## config.mk

```make
export PLATFORM = sky130hd
export DESIGN_NAME = fwd_scoreboard_flat
export DESIGN_NICKNAME = d
export VERILOG_FILES = /design/src/rtl/fwd_pkg.sv /design/src/rtl/fwd_scoreboard_if.sv /design/src/rtl/fwd_match.sv /design/src/rtl/fwd_scoreboard.sv /design/src/flat_wrapper.sv
export SDC_FILE = /design/constraint.sdc
export NUM_CORES = 1
export LEC_CHECK = 0
export BUFFER_PORTS_ARGS = -buffer_cell sky130_fd_sc_hd__buf_2
export CAP_MARGIN = 0
export CORE_ASPECT_RATIO = 2
export CORE_UTILIZATION = 56
export DETAILED_ROUTE_END_ITERATION = 10
export PLACE_DENSITY = 0.87
export SYNTH_ARGS = -nofsm -noshare
export SYNTH_HDL_FRONTEND = slang
export SYNTH_SLANG_ARGS = --single-unit
export TNS_END_PERCENT = 50
```

## constraint.sdc

```tcl
create_clock -name clk -period 2.9 [get_ports clk]
set_input_delay 0.145 -clock clk [delete_from_list [all_inputs] [get_ports clk]]
set_output_delay 0.145 -clock clk [all_outputs]
set_load 0.01 [all_outputs]
```

## src/rtl/fwd_pkg.sv

```systemverilog
// Shared defaults, select encoding and tracker entry type for the forwarding scoreboard.
package fwd_pkg;

    localparam int NSRC_DEF  = 2;
    localparam int DEPTH_DEF = 3;
    localparam int AW_DEF    = 5;
    localparam int LW_DEF    = 2;
    localparam int FWD_RF    = 0;

    // Fields sized for the widest supported configuration (AW <= 8, LW <= 8).
    localparam int RD_MAX  = 8;
    localparam int REM_MAX = 8;

    typedef struct packed {
        logic               valid;
        logic               we;
        logic [RD_MAX-1:0]  rd;
        logic [REM_MAX-1:0] rem;
    } fwd_entry_t;

    function automatic fwd_entry_t fwd_age(input fwd_entry_t e);
        fwd_entry_t a;
        a     = e;
        a.rem = (e.rem != REM_MAX'(0)) ? e.rem - REM_MAX'(1) : REM_MAX'(0);
        return a;
    endfunction

endpackage

```

## src/rtl/fwd_scoreboard_if.sv

```systemverilog
// Issue/operand/forward-select bundle between the pipeline and the scoreboard.
interface fwd_scoreboard_if
    import fwd_pkg::*;
#(
    parameter int NSRC = NSRC_DEF,
    parameter int AW   = AW_DEF,
    parameter int LW   = LW_DEF,
    parameter int SELW = $clog2(DEPTH_DEF + 1)
);
    logic                 issue_valid;
    logic                 issue_we;
    logic [AW-1:0]        issue_rd;
    logic [LW-1:0]        issue_lat;
    logic [NSRC*AW-1:0]   src_addr;
    logic                 flush;
    logic [NSRC*SELW-1:0] fwd_sel;
    logic                 stall;
    logic [15:0]          stall_cnt;

    modport master (
        output issue_valid, issue_we, issue_rd, issue_lat, src_addr, flush,
        input  fwd_sel, stall, stall_cnt
    );

    modport slave (
        input  issue_valid, issue_we, issue_rd, issue_lat, src_addr, flush,
        output fwd_sel, stall, stall_cnt
    );
endinterface

```

## src/rtl/fwd_match.sv

```systemverilog
// Per-operand priority search over the tracker: youngest matching stage decides
// between forwarding from that stage and blocking the operand.
module fwd_match
    import fwd_pkg::*;
#(
    parameter int DEPTH = DEPTH_DEF,
    parameter int AW    = AW_DEF,
    parameter int SELW  = $clog2(DEPTH_DEF + 1)
) (
    input  fwd_entry_t [DEPTH-1:0] stages,
    input  logic [AW-1:0]          src_addr,
    output logic [SELW-1:0]        sel,
    output logic                   blocked
);

    logic hit_s;
    logic pend_s;

    // Walk oldest to youngest so a younger hit overrides any older one.
    always_comb begin
        sel     = SELW'(FWD_RF);
        blocked = 1'b0;
        hit_s   = 1'b0;
        pend_s  = 1'b0;
        for (int i = DEPTH - 1; i >= 0; i--) begin
            hit_s   = stages[i].valid && stages[i].we &&
                      (stages[i].rd == RD_MAX'(src_addr)) && (src_addr != AW'(0));
            pend_s  = (stages[i].rem != REM_MAX'(0));
            blocked = hit_s ? pend_s : blocked;
            sel     = hit_s ? (pend_s ? SELW'(FWD_RF) : SELW'(i + 1)) : sel;
        end
    end

endmodule

```

## src/rtl/fwd_scoreboard.sv

```systemverilog
// In-flight result tracker producing per-operand forward selects, the issue
// stall and a saturating stall counter.
module fwd_scoreboard
    import fwd_pkg::*;
#(
    parameter int NSRC  = NSRC_DEF,
    parameter int DEPTH = DEPTH_DEF,
    parameter int AW    = AW_DEF,
    parameter int LW    = LW_DEF
) (
    input logic             clk,
    input logic             rst,
    fwd_scoreboard_if.slave bus
);

    localparam int SELW = $clog2(DEPTH + 1);

    fwd_entry_t [DEPTH-1:0] stages_r;
    fwd_entry_t             head_s;
    logic [LW-1:0]          lat_clamped_s;
    logic [NSRC-1:0]        blocked_s;
    logic [SELW-1:0]        sel_s [NSRC];
    logic [NSRC*SELW-1:0]   sel_flat_s;
    logic                   stall_s;
    logic [15:0]            stall_cnt_r;

    // A latency that would outlive the tracker is capped so the entry still ripens in view.
    assign lat_clamped_s = (int'(bus.issue_lat) >= DEPTH) ? LW'(DEPTH - 1) : bus.issue_lat;

    for (genvar k = 0; k < NSRC; k++) begin : g_match
        fwd_match #(
            .DEPTH (DEPTH),
            .AW    (AW),
            .SELW  (SELW)
        ) u_match (
            .stages   (stages_r),
            .src_addr (bus.src_addr[k*AW +: AW]),
            .sel      (sel_s[k]),
            .blocked  (blocked_s[k])
        );
        assign sel_flat_s[k*SELW +: SELW] = sel_s[k];
    end

    assign stall_s       = bus.issue_valid && (|blocked_s) && !bus.flush;
    assign bus.stall     = stall_s;
    assign bus.fwd_sel   = sel_flat_s;
    assign bus.stall_cnt = stall_cnt_r;

    // Entry entering stage 1: the issued instruction, or a bubble when held or flushed.
    always_comb begin
        head_s = '0;
        if (bus.issue_valid && !stall_s && !bus.flush) begin
            head_s.valid = 1'b1;
            head_s.we    = bus.issue_we;
            head_s.rd    = RD_MAX'(bus.issue_rd);
            head_s.rem   = REM_MAX'(lat_clamped_s);
        end else begin
            head_s = '0;
        end
    end

    // Tracker shift; older entries keep aging even while the issue is held.
    always_ff @(posedge clk or posedge rst) begin
        if (rst) begin
            stages_r <= '0;
        end else if (bus.flush) begin
            stages_r <= '0;
        end else begin
            stages_r[0] <= head_s;
            for (int i = 1; i < DEPTH; i++) begin
                stages_r[i] <= fwd_age(stages_r[i-1]);
            end
        end
    end

    // Saturating count of stalled cycles.
    always_ff @(posedge clk or posedge rst) begin
        if (rst) begin
            stall_cnt_r <= 16'h0000;
        end else if (stall_s && (stall_cnt_r != 16'hFFFF)) begin
            stall_cnt_r <= stall_cnt_r + 16'h0001;
        end else begin
            stall_cnt_r <= stall_cnt_r;
        end
    end

endmodule

```

## src/flat_wrapper.sv

```systemverilog
// flat-port wrapper written by rule: the top's interface ports become plain ports
module fwd_scoreboard_flat import fwd_pkg::*;
#(
    parameter int NSRC  = NSRC_DEF,
    parameter int DEPTH = DEPTH_DEF,
    parameter int AW    = AW_DEF,
    parameter int LW    = LW_DEF
)
  (clk, rst, bus_issue_valid, bus_issue_we, bus_issue_rd, bus_issue_lat, bus_src_addr, bus_flush, bus_fwd_sel, bus_stall, bus_stall_cnt);
  fwd_scoreboard_if #(.NSRC(NSRC), .AW(AW), .LW(LW), .SELW((2))) bus_i ();
  input logic clk;
  input logic rst;
  input wire logic [$bits(bus_i.issue_valid)-1:0] bus_issue_valid;
  input wire logic [$bits(bus_i.issue_we)-1:0] bus_issue_we;
  input wire logic [$bits(bus_i.issue_rd)-1:0] bus_issue_rd;
  input wire logic [$bits(bus_i.issue_lat)-1:0] bus_issue_lat;
  input wire logic [$bits(bus_i.src_addr)-1:0] bus_src_addr;
  input wire logic [$bits(bus_i.flush)-1:0] bus_flush;
  output wire logic [$bits(bus_i.fwd_sel)-1:0] bus_fwd_sel;
  output wire logic [$bits(bus_i.stall)-1:0] bus_stall;
  output wire logic [$bits(bus_i.stall_cnt)-1:0] bus_stall_cnt;
  assign bus_i.issue_valid = bus_issue_valid;
  assign bus_i.issue_we = bus_issue_we;
  assign bus_i.issue_rd = bus_issue_rd;
  assign bus_i.issue_lat = bus_issue_lat;
  assign bus_i.src_addr = bus_src_addr;
  assign bus_i.flush = bus_flush;
  assign bus_fwd_sel = bus_i.fwd_sel;
  assign bus_stall = bus_i.stall;
  assign bus_stall_cnt = bus_i.stall_cnt;
  fwd_scoreboard #(.NSRC(NSRC), .DEPTH(DEPTH), .AW(AW), .LW(LW)) u_core (.clk(clk), .rst(rst), .bus(bus_i));
endmodule
```

==> flow_metrics.env, run 1 <==
export IMPL_io_buffer_count=42
export IMPL_start_util=0.5816
export IMPL_cts_tree="built"
export IMPL_hold_viol_final=0
export IMPL_yosysUniqueCellTypes=41
export IMPL_cts_resized=0
export IMPL_insertion_delay_ns=0.30
export IMPL_die_h_um=96.94
export IMPL_slew_viol_final=0
export IMPL_pin_count=43
export IMPL_drt_pass1_iter_count=4
export IMPL_setup_viol_count_final=0
export IMPL_die_area_um2=4795
export IMPL_rows=34
export IMPL_p_per_area_nw_per_um2=417.1
export IMPL_max_freq_mhz=389.4
export IMPL_via_per_inst=5.701
export IMPL_hold_buffers=0
export IMPL_drive_gt1_frac=0.2274
export IMPL_antenna_found_initial=0
export IMPL_worst_slew_pin_slew_ns=0.9681
export IMPL_p_leak_nw=1.344
export IMPL_synth_flop_cell="dfrtp_1"
export IMPL_startpoint_type="register"
export IMPL_final_area_um2=2863
export IMPL_antenna_cells=0
export IMPL_clkTransAtPathRegs_ns=0.09
export IMPL_cts_buffers=5
export IMPL_grtUsageTotal=0.2425
export IMPL_ir_worst_vdd_v=0.0004484
export IMPL_synth_edf_count=0
export IMPL_cp_required_ns=2.76
export IMPL_gp_congestion=0.9034
export IMPL_cts_setup_buffers=0
export IMPL_coreArea_um2=4339
export IMPL_crit_path_max_incr_delay_ns=0.49
export IMPL_routedWlPerCell_um=15.95
export IMPL_multi_input_area_um2=1277
export IMPL_syn_instance_count=232
export IMPL_route_detailed_drc=0
export IMPL_yosys_warnings=0
export IMPL_yosysSeqAreaShare=0.4760
export IMPL_tns_ns=0
export IMPL_fin_skew_ns=0.008352
export IMPL_htree_levels=2
export IMPL_die_x_um=49.47
export IMPL_crit_type="reg -> out"
export IMPL_syn_nets=259
export IMPL_rsz0062_at_grt="false"
export IMPL_fin_crit_ns=2.568
export IMPL_ctsRootBufferMaster="clkbuf_8"
export IMPL_relSlewSlack=0.3537
export IMPL_cts_sinks=48
export IMPL_num_nets_final=303
export IMPL_synth_area_um2=2524
export IMPL_cpMaxStageDelayCell="o221ai_4"
export IMPL_syn_area_per_cell_um2=10.88
export IMPL_grt_pass1_wl_mm=8.756
export IMPL_post_route_period_util=0.8856
export IMPL_drtIter0Drc=22
export IMPL_grt_pass1_vias=1976
export IMPL_dp_cells=323
export IMPL_final_cells=331
export IMPL_clk_path_buf_depth=2
export IMPL_critPathCaptureType="primary output"
export IMPL_gr_total_overflow=0
export IMPL_cp_max_fo=18
export IMPL_dp_hpwl_mm=4.009
export IMPL_crit_chain="xor2_1 -> nor4_1 -> o2111a_1 -> a22oi_1 -> o221ai_4 -> buf_2"
export IMPL_drtAntennaViolNets=0
export IMPL_crit_arrival_ns=2.42
export IMPL_hold_worst_slack_ns=0.05313
export IMPL_drt_total_wl_mm=5.279
export IMPL_maxCapViolations=0
export IMPL_area_growth_pct=13.44
export IMPL_grt_max_degree=49
export IMPL_routed_via_count=1887
export IMPL_async_flop_share=1.000
export IMPL_fillers=370
export IMPL_hold_class="in -> reg"
export IMPL_regArea_um2=1201
export IMPL_ys_ff_latch=48
export IMPL_place_area_um2=2775
export IMPL_status="finished clean"
[registers in the layout (all words and copies together) (netlist names)]
register,flops
u_core.bus.stall_cnt,16
u_core.stages_r,32
[cells in the mapped netlist, drive strengths merged (2+ instances only)]
master   n  area (µm²)
a21oi    3       15.01
nor2b   17       106.4
buf      3       18.77
xor2    11       96.34
nor3b    2       15.01
inv      5       18.77
nand2b   3       18.77
o2111a   3       33.78
a22oi    4       43.79
or4      2       22.52
nor2     9       33.78
o21ai    3       15.01
dfrtp   48        1201
ha       5       62.56
clkbuf   2       7.510
o41a     2       22.52
nand3   14       100.1
nor3     5       25.02
nor4     7       43.79
nand2   12       45.04
xnor2   32       280.3
and2    11       71.32
and3b    2       17.52
nand3b   2       15.01
and3     7       43.79
nand4    7       43.79
[logic make-up (layout without fill, tap and decap cells)]
logic type	Yosys count	after routing	share of synthesized area
and+or+nand+nor	105	105	0.2553
DFF	48	48	0.4760
xor gates and xnor gates	43	43	0.1492
AOI/OAI and AO/OA	19	19	0.07090
buffers and inverters	10	55	0.01785
adders and majority gates	5	5	0.02479
other	1	1	0.001486
muxes	1	1	0.004462
[critical path: cells and delay by family, from the launching register on]
kind / cells / cell delay, ns
buffers and inverters: 1 / 0.23
xor gates and xnor gates: 1 / 0.17
DFF: 1 / 0.41
AOI/OAI and AO/OA: 3 / 0.93
and+or+nand+nor: 1 / 0.38
[placed cells by master, fill, tap and decap left out, types with 2 or more instances in the layout]
cell type  count
nand4_1        7
and2_1        10
o2111a_1       3
o21ai_0        3
nand3_2        6
a22oi_1        3
nand3_1        8
nand2_1       12
clkbuf_8       5
xnor2_1       32
dfrtp_1       48
and3_1         7
clkinv_2       2
nor3_1         5
o41a_1         2
nor2b_1       17
inv_1          4
nor4_1         7
xor2_1        11
nor3b_1        2
nor2_1         9
a21oi_1        3
ha_1           5
or4_4          2
and3b_1        2
nand2b_1       3
buf_2         42
nand3b_1       2
[metal layers]
layer  routed length [µm]  track usage  share of wire  vias up
met1                 1931       0.2436           0.37      922
met2                 3004       0.4594           0.57       55
li1                     -            -              -      895
met4                  183       0.1297          0.035        0
met5                    0            0              0        -
met3                  159      0.02987          0.030       15
[power breakdown]
| part | total (mW) | internal (mW) | switching, mW | leakage (nW) |
|---|---|---|---|---|
| Combinational | 0.114 | 0.0464 | 0.0673 | 0.640 |
| Clock | 0.386 | 0.168 | 0.218 | 0.0479 |
| Sequential | 0.694 | 0.683 | 0.0108 | 0.656 |
[area by class of cell]
class / count / area share
tap: 54 / 0.02360
timing repair buffer: 42 / 0.07343
clock buffer: 5 / 0.02404
multi-input combinational: 174 / 0.4462
inverter: 5 / 0.006556
sequential: 48 / 0.4196
clock inverter: 3 / 0.006556
[final timing paths]
check | start | endpoint | slack [ns] | cells after the start
worst max-delay path | u_core.stages_r[44] | bus_stall | 0.33 | 6
worst min-delay path | bus_issue_we | u_core.stages_r[16] | 0.05 | 2
worst max register to register | u_core.stages_r[44] | u_core.bus.stall_cnt[1] | 0.37 | 7
worst min register to register | u_core.stages_r[18] | u_core.stages_r[36] | 0.46 | 1
max in group asynchronous | rst | u_core.bus.stall_cnt[7] | 2.23 | 2
min in group asynchronous | rst | u_core.bus.stall_cnt[2] | 0.07 | 2
[per-stage QoR]
stage | utilization | worst slack (ns) | total power [mW]
5_1_grt | 0.6597 | 0.1615 | 1.245
4_1_cts | 0.6597 | 0.3345 | 1.208
3_5_place_dp | 0.6396 | 0.4006 | 0.8210
2_1_floorplan | - | 0.8024 | 0.7761
3_3_place_gp | 0.6396 | 0.4942 | 0.8167
6_report | 0.6597 | 0.3318 | 1.194
Note: power is estimated with default switching activity, not from simulation.
==> run 2, diff against run 1 <==
Settings changed: GPL_TIMING_DRIVEN set to 0.
==> flow_metrics.env, run 2 (same netlist as run 1, synthesis figures left out) <==
export IMPL_gr_total_overflow=0
export IMPL_clkTransAtPathRegs_ns=0.08
export IMPL_rsz0062_at_grt="false"
export IMPL_cts_tree="built"
export IMPL_cp_max_fo=10
export IMPL_cpMaxStageDelayCell="dfrtp_1"
export IMPL_crit_type="reg -> out"
export IMPL_grt_pass1_vias=2037
export IMPL_power_mw=1.277
export IMPL_layout_commonest_cell="dfrtp_1"
export IMPL_tns_ns=0
export IMPL_via_per_inst=5.633
export IMPL_num_nets_final=310
export IMPL_dr_max_layer_used="met4"
export IMPL_critPathCaptureType="primary output"
export IMPL_switching_power_uw=287.5
export IMPL_hold_worst_slack_ns=0.04896
export IMPL_drive_gt1_frac=0.2254
export IMPL_wl_met2_mm=3.050
export IMPL_wl_met3_um=178
export IMPL_htree_levels=2
export IMPL_drtIter0Drc=35
export IMPL_routedWlPerCell_um=15.33
export IMPL_startpoint_type="register"
export IMPL_die_h_um=96.94
export IMPL_p_int_uw=989.6
export IMPL_switching_share=0.2251
export IMPL_hold_end="u_core.stages_r[9]"
export IMPL_p_clk_frac=0.367
export IMPL_routed_via_count=1904
export IMPL_relSlewSlack=0.6122
export IMPL_largest_reg_flops=32
export IMPL_grt_max_degree=39
export IMPL_grt_pass1_wl_mm=8.728
export IMPL_drtAntennaViolNets=0
export IMPL_hold_class="in -> reg"
export IMPL_drt_total_wl_mm=5.180
export IMPL_area_growth_pct=16.46
export IMPL_crit_arrival_ns=2.49
export IMPL_ir_worst_vdd_v=0.0004744
export IMPL_cts_setup_buffers=0
export IMPL_clk_path_buf_depth=2
export IMPL_p_per_area_nw_per_um2=434.5
export IMPL_ctsRootBufferMaster="clkbuf_8"
export IMPL_worst_slack_ns=0.2609
export IMPL_dp_cells=329
export IMPL_reg2reg_depth=7
export IMPL_dp_hpwl_mm=4.125
export IMPL_fillers=370
export IMPL_cts_buffers=5
export IMPL_regMostFlops="u_core.stages_r"
export IMPL_slew_viol_final=0
export IMPL_max_freq_mhz=378.9
export IMPL_final_area_um2=2939
export IMPL_worst_slew_pin_slew_ns=0.5818
export IMPL_r2r_end="u_core.bus.stall_cnt[1]"
export IMPL_cts_sinks=48
export IMPL_setup_viol_count_final=0
export IMPL_p_leak_nw=1.376
export IMPL_coreArea_um2=4339
export IMPL_reg2reg_from="u_core.stages_r[48]"
export IMPL_antenna_found_initial=0
export IMPL_die_area_um2=4795
export IMPL_start_util=0.5816
export IMPL_fin_skew_ns=0.004917
export IMPL_final_cell_mix="dfrtp_1, buf_2, xnor2_1, nor2b_1, nand2_1"
export IMPL_die_x_um=49.47
export IMPL_grtUsageTotal=0.2422
export IMPL_drt_pass1_iter_count=4
export IMPL_place_area_um2=2821
export IMPL_whs_path_depth=2
export IMPL_p_comb_frac=0.090
export IMPL_maxCapViolations=0
export IMPL_p_seq_frac=0.543
export IMPL_hold_path_startpoint="bus_issue_rd[1]"
export IMPL_crit_chain="xor2_1 -> nor4_1 -> o2111a_1 -> a22oi_1 -> o221ai_4 -> buf_6 -> buf_2"
export IMPL_rows=34
export IMPL_post_route_period_util=0.9100
export IMPL_hold_viol_final=0
export IMPL_route_detailed_drc=0
export IMPL_gp_congestion=0.8721
export IMPL_antenna_cells=0
export IMPL_r2r_slack_ns=0.46
export IMPL_crit_path_max_incr_delay_ns=0.41
export IMPL_met1_length_mm=1.763
export IMPL_final_util=0.6773
export IMPL_pre_cts_ws_ns=0.4543
export IMPL_cp_required_ns=2.76
export IMPL_insertion_delay_ns=0.29
export IMPL_status="finished clean"
export IMPL_pin_count=43
export IMPL_io_buffer_count=42
export IMPL_fin_crit_ns=2.639
export IMPL_final_cells=338
run 2: changes by cell type in the layout (fill, tap and decap cells not counted):
cell / change
clkbuf_1: +3
buf_1: +2
buf_12: +1
buf_6: +1
bufinv_16: +1
clkinv_2: -1
clkinv_4: -1
dlygate4sd3_1: +1
run 2: power groups by stage:
stage | Clock (mW) | Combinational [mW] | Sequential [mW]
floorplan | 0 | 0.0715 | 0.705
global placement | 0 | 0.108 | 0.706
detailed placement | 0 | 0.116 | 0.707
CTS | 0.477 | 0.117 | 0.694
global route | 0.516 | 0.130 | 0.695
finish | 0.468 | 0.115 | 0.694
run 2: area by class of cell:
type                            instances  area [µm²]  area share
Multi-Input combinational cell        174        1277      0.4347
Sequential cell                        48        1201      0.4087
Timing Repair Buffer                   44       240.2     0.08174
Clock buffer                            6       72.57     0.02469
Tap cell                               54       67.56     0.02299
Clock inverter                          2       35.03     0.01192
Buffer                                  5       26.28    0.008940
Inverter                                5       18.77    0.006386
run 2: worst max path at each step:
stage / cells after the start / from / end / slack [ns]
CTS: 7 / u_core.stages_r[44] / bus_stall / 0.25
global route: 7 / u_core.stages_r[44] / bus_stall / 0.15
detailed placement: 7 / u_core.stages_r[44] / u_core.bus.stall_cnt[1] / 0.45
floorplan: 7 / u_core.stages_r[10] / u_core.bus.stall_cnt[1] / 0.80
finish: 7 / u_core.stages_r[48] / bus_stall / 0.26
global placement: 7 / u_core.stages_r[44] / u_core.bus.stall_cnt[1] / 0.54
run 2: what timing repair did:
item,4_1_cts,5_1_grt
resized for setup,0,0
hold endpoints to repair,10,0
hold buffers,1,0
run 2: worst max-delay path: cells and delay by family (launching register included):
| family | cells | cell delay (ns) |
|---|---|---|
| AND/OR/NAND/NOR | 1 | 0.40 |
| flip-flops | 1 | 0.41 |
| AO/OA/AOI/OAI | 3 | 0.86 |
| XOR/XNOR | 1 | 0.18 |
| buffers and inverters | 2 | 0.36 |
run 2: per-layer routing:
metal  vias to the layer above  track usage
met1                       916       0.2278
met5                         -            0
met3                        16      0.02987
met2                        62       0.4763
li1                        910            -
met4                         0       0.1253
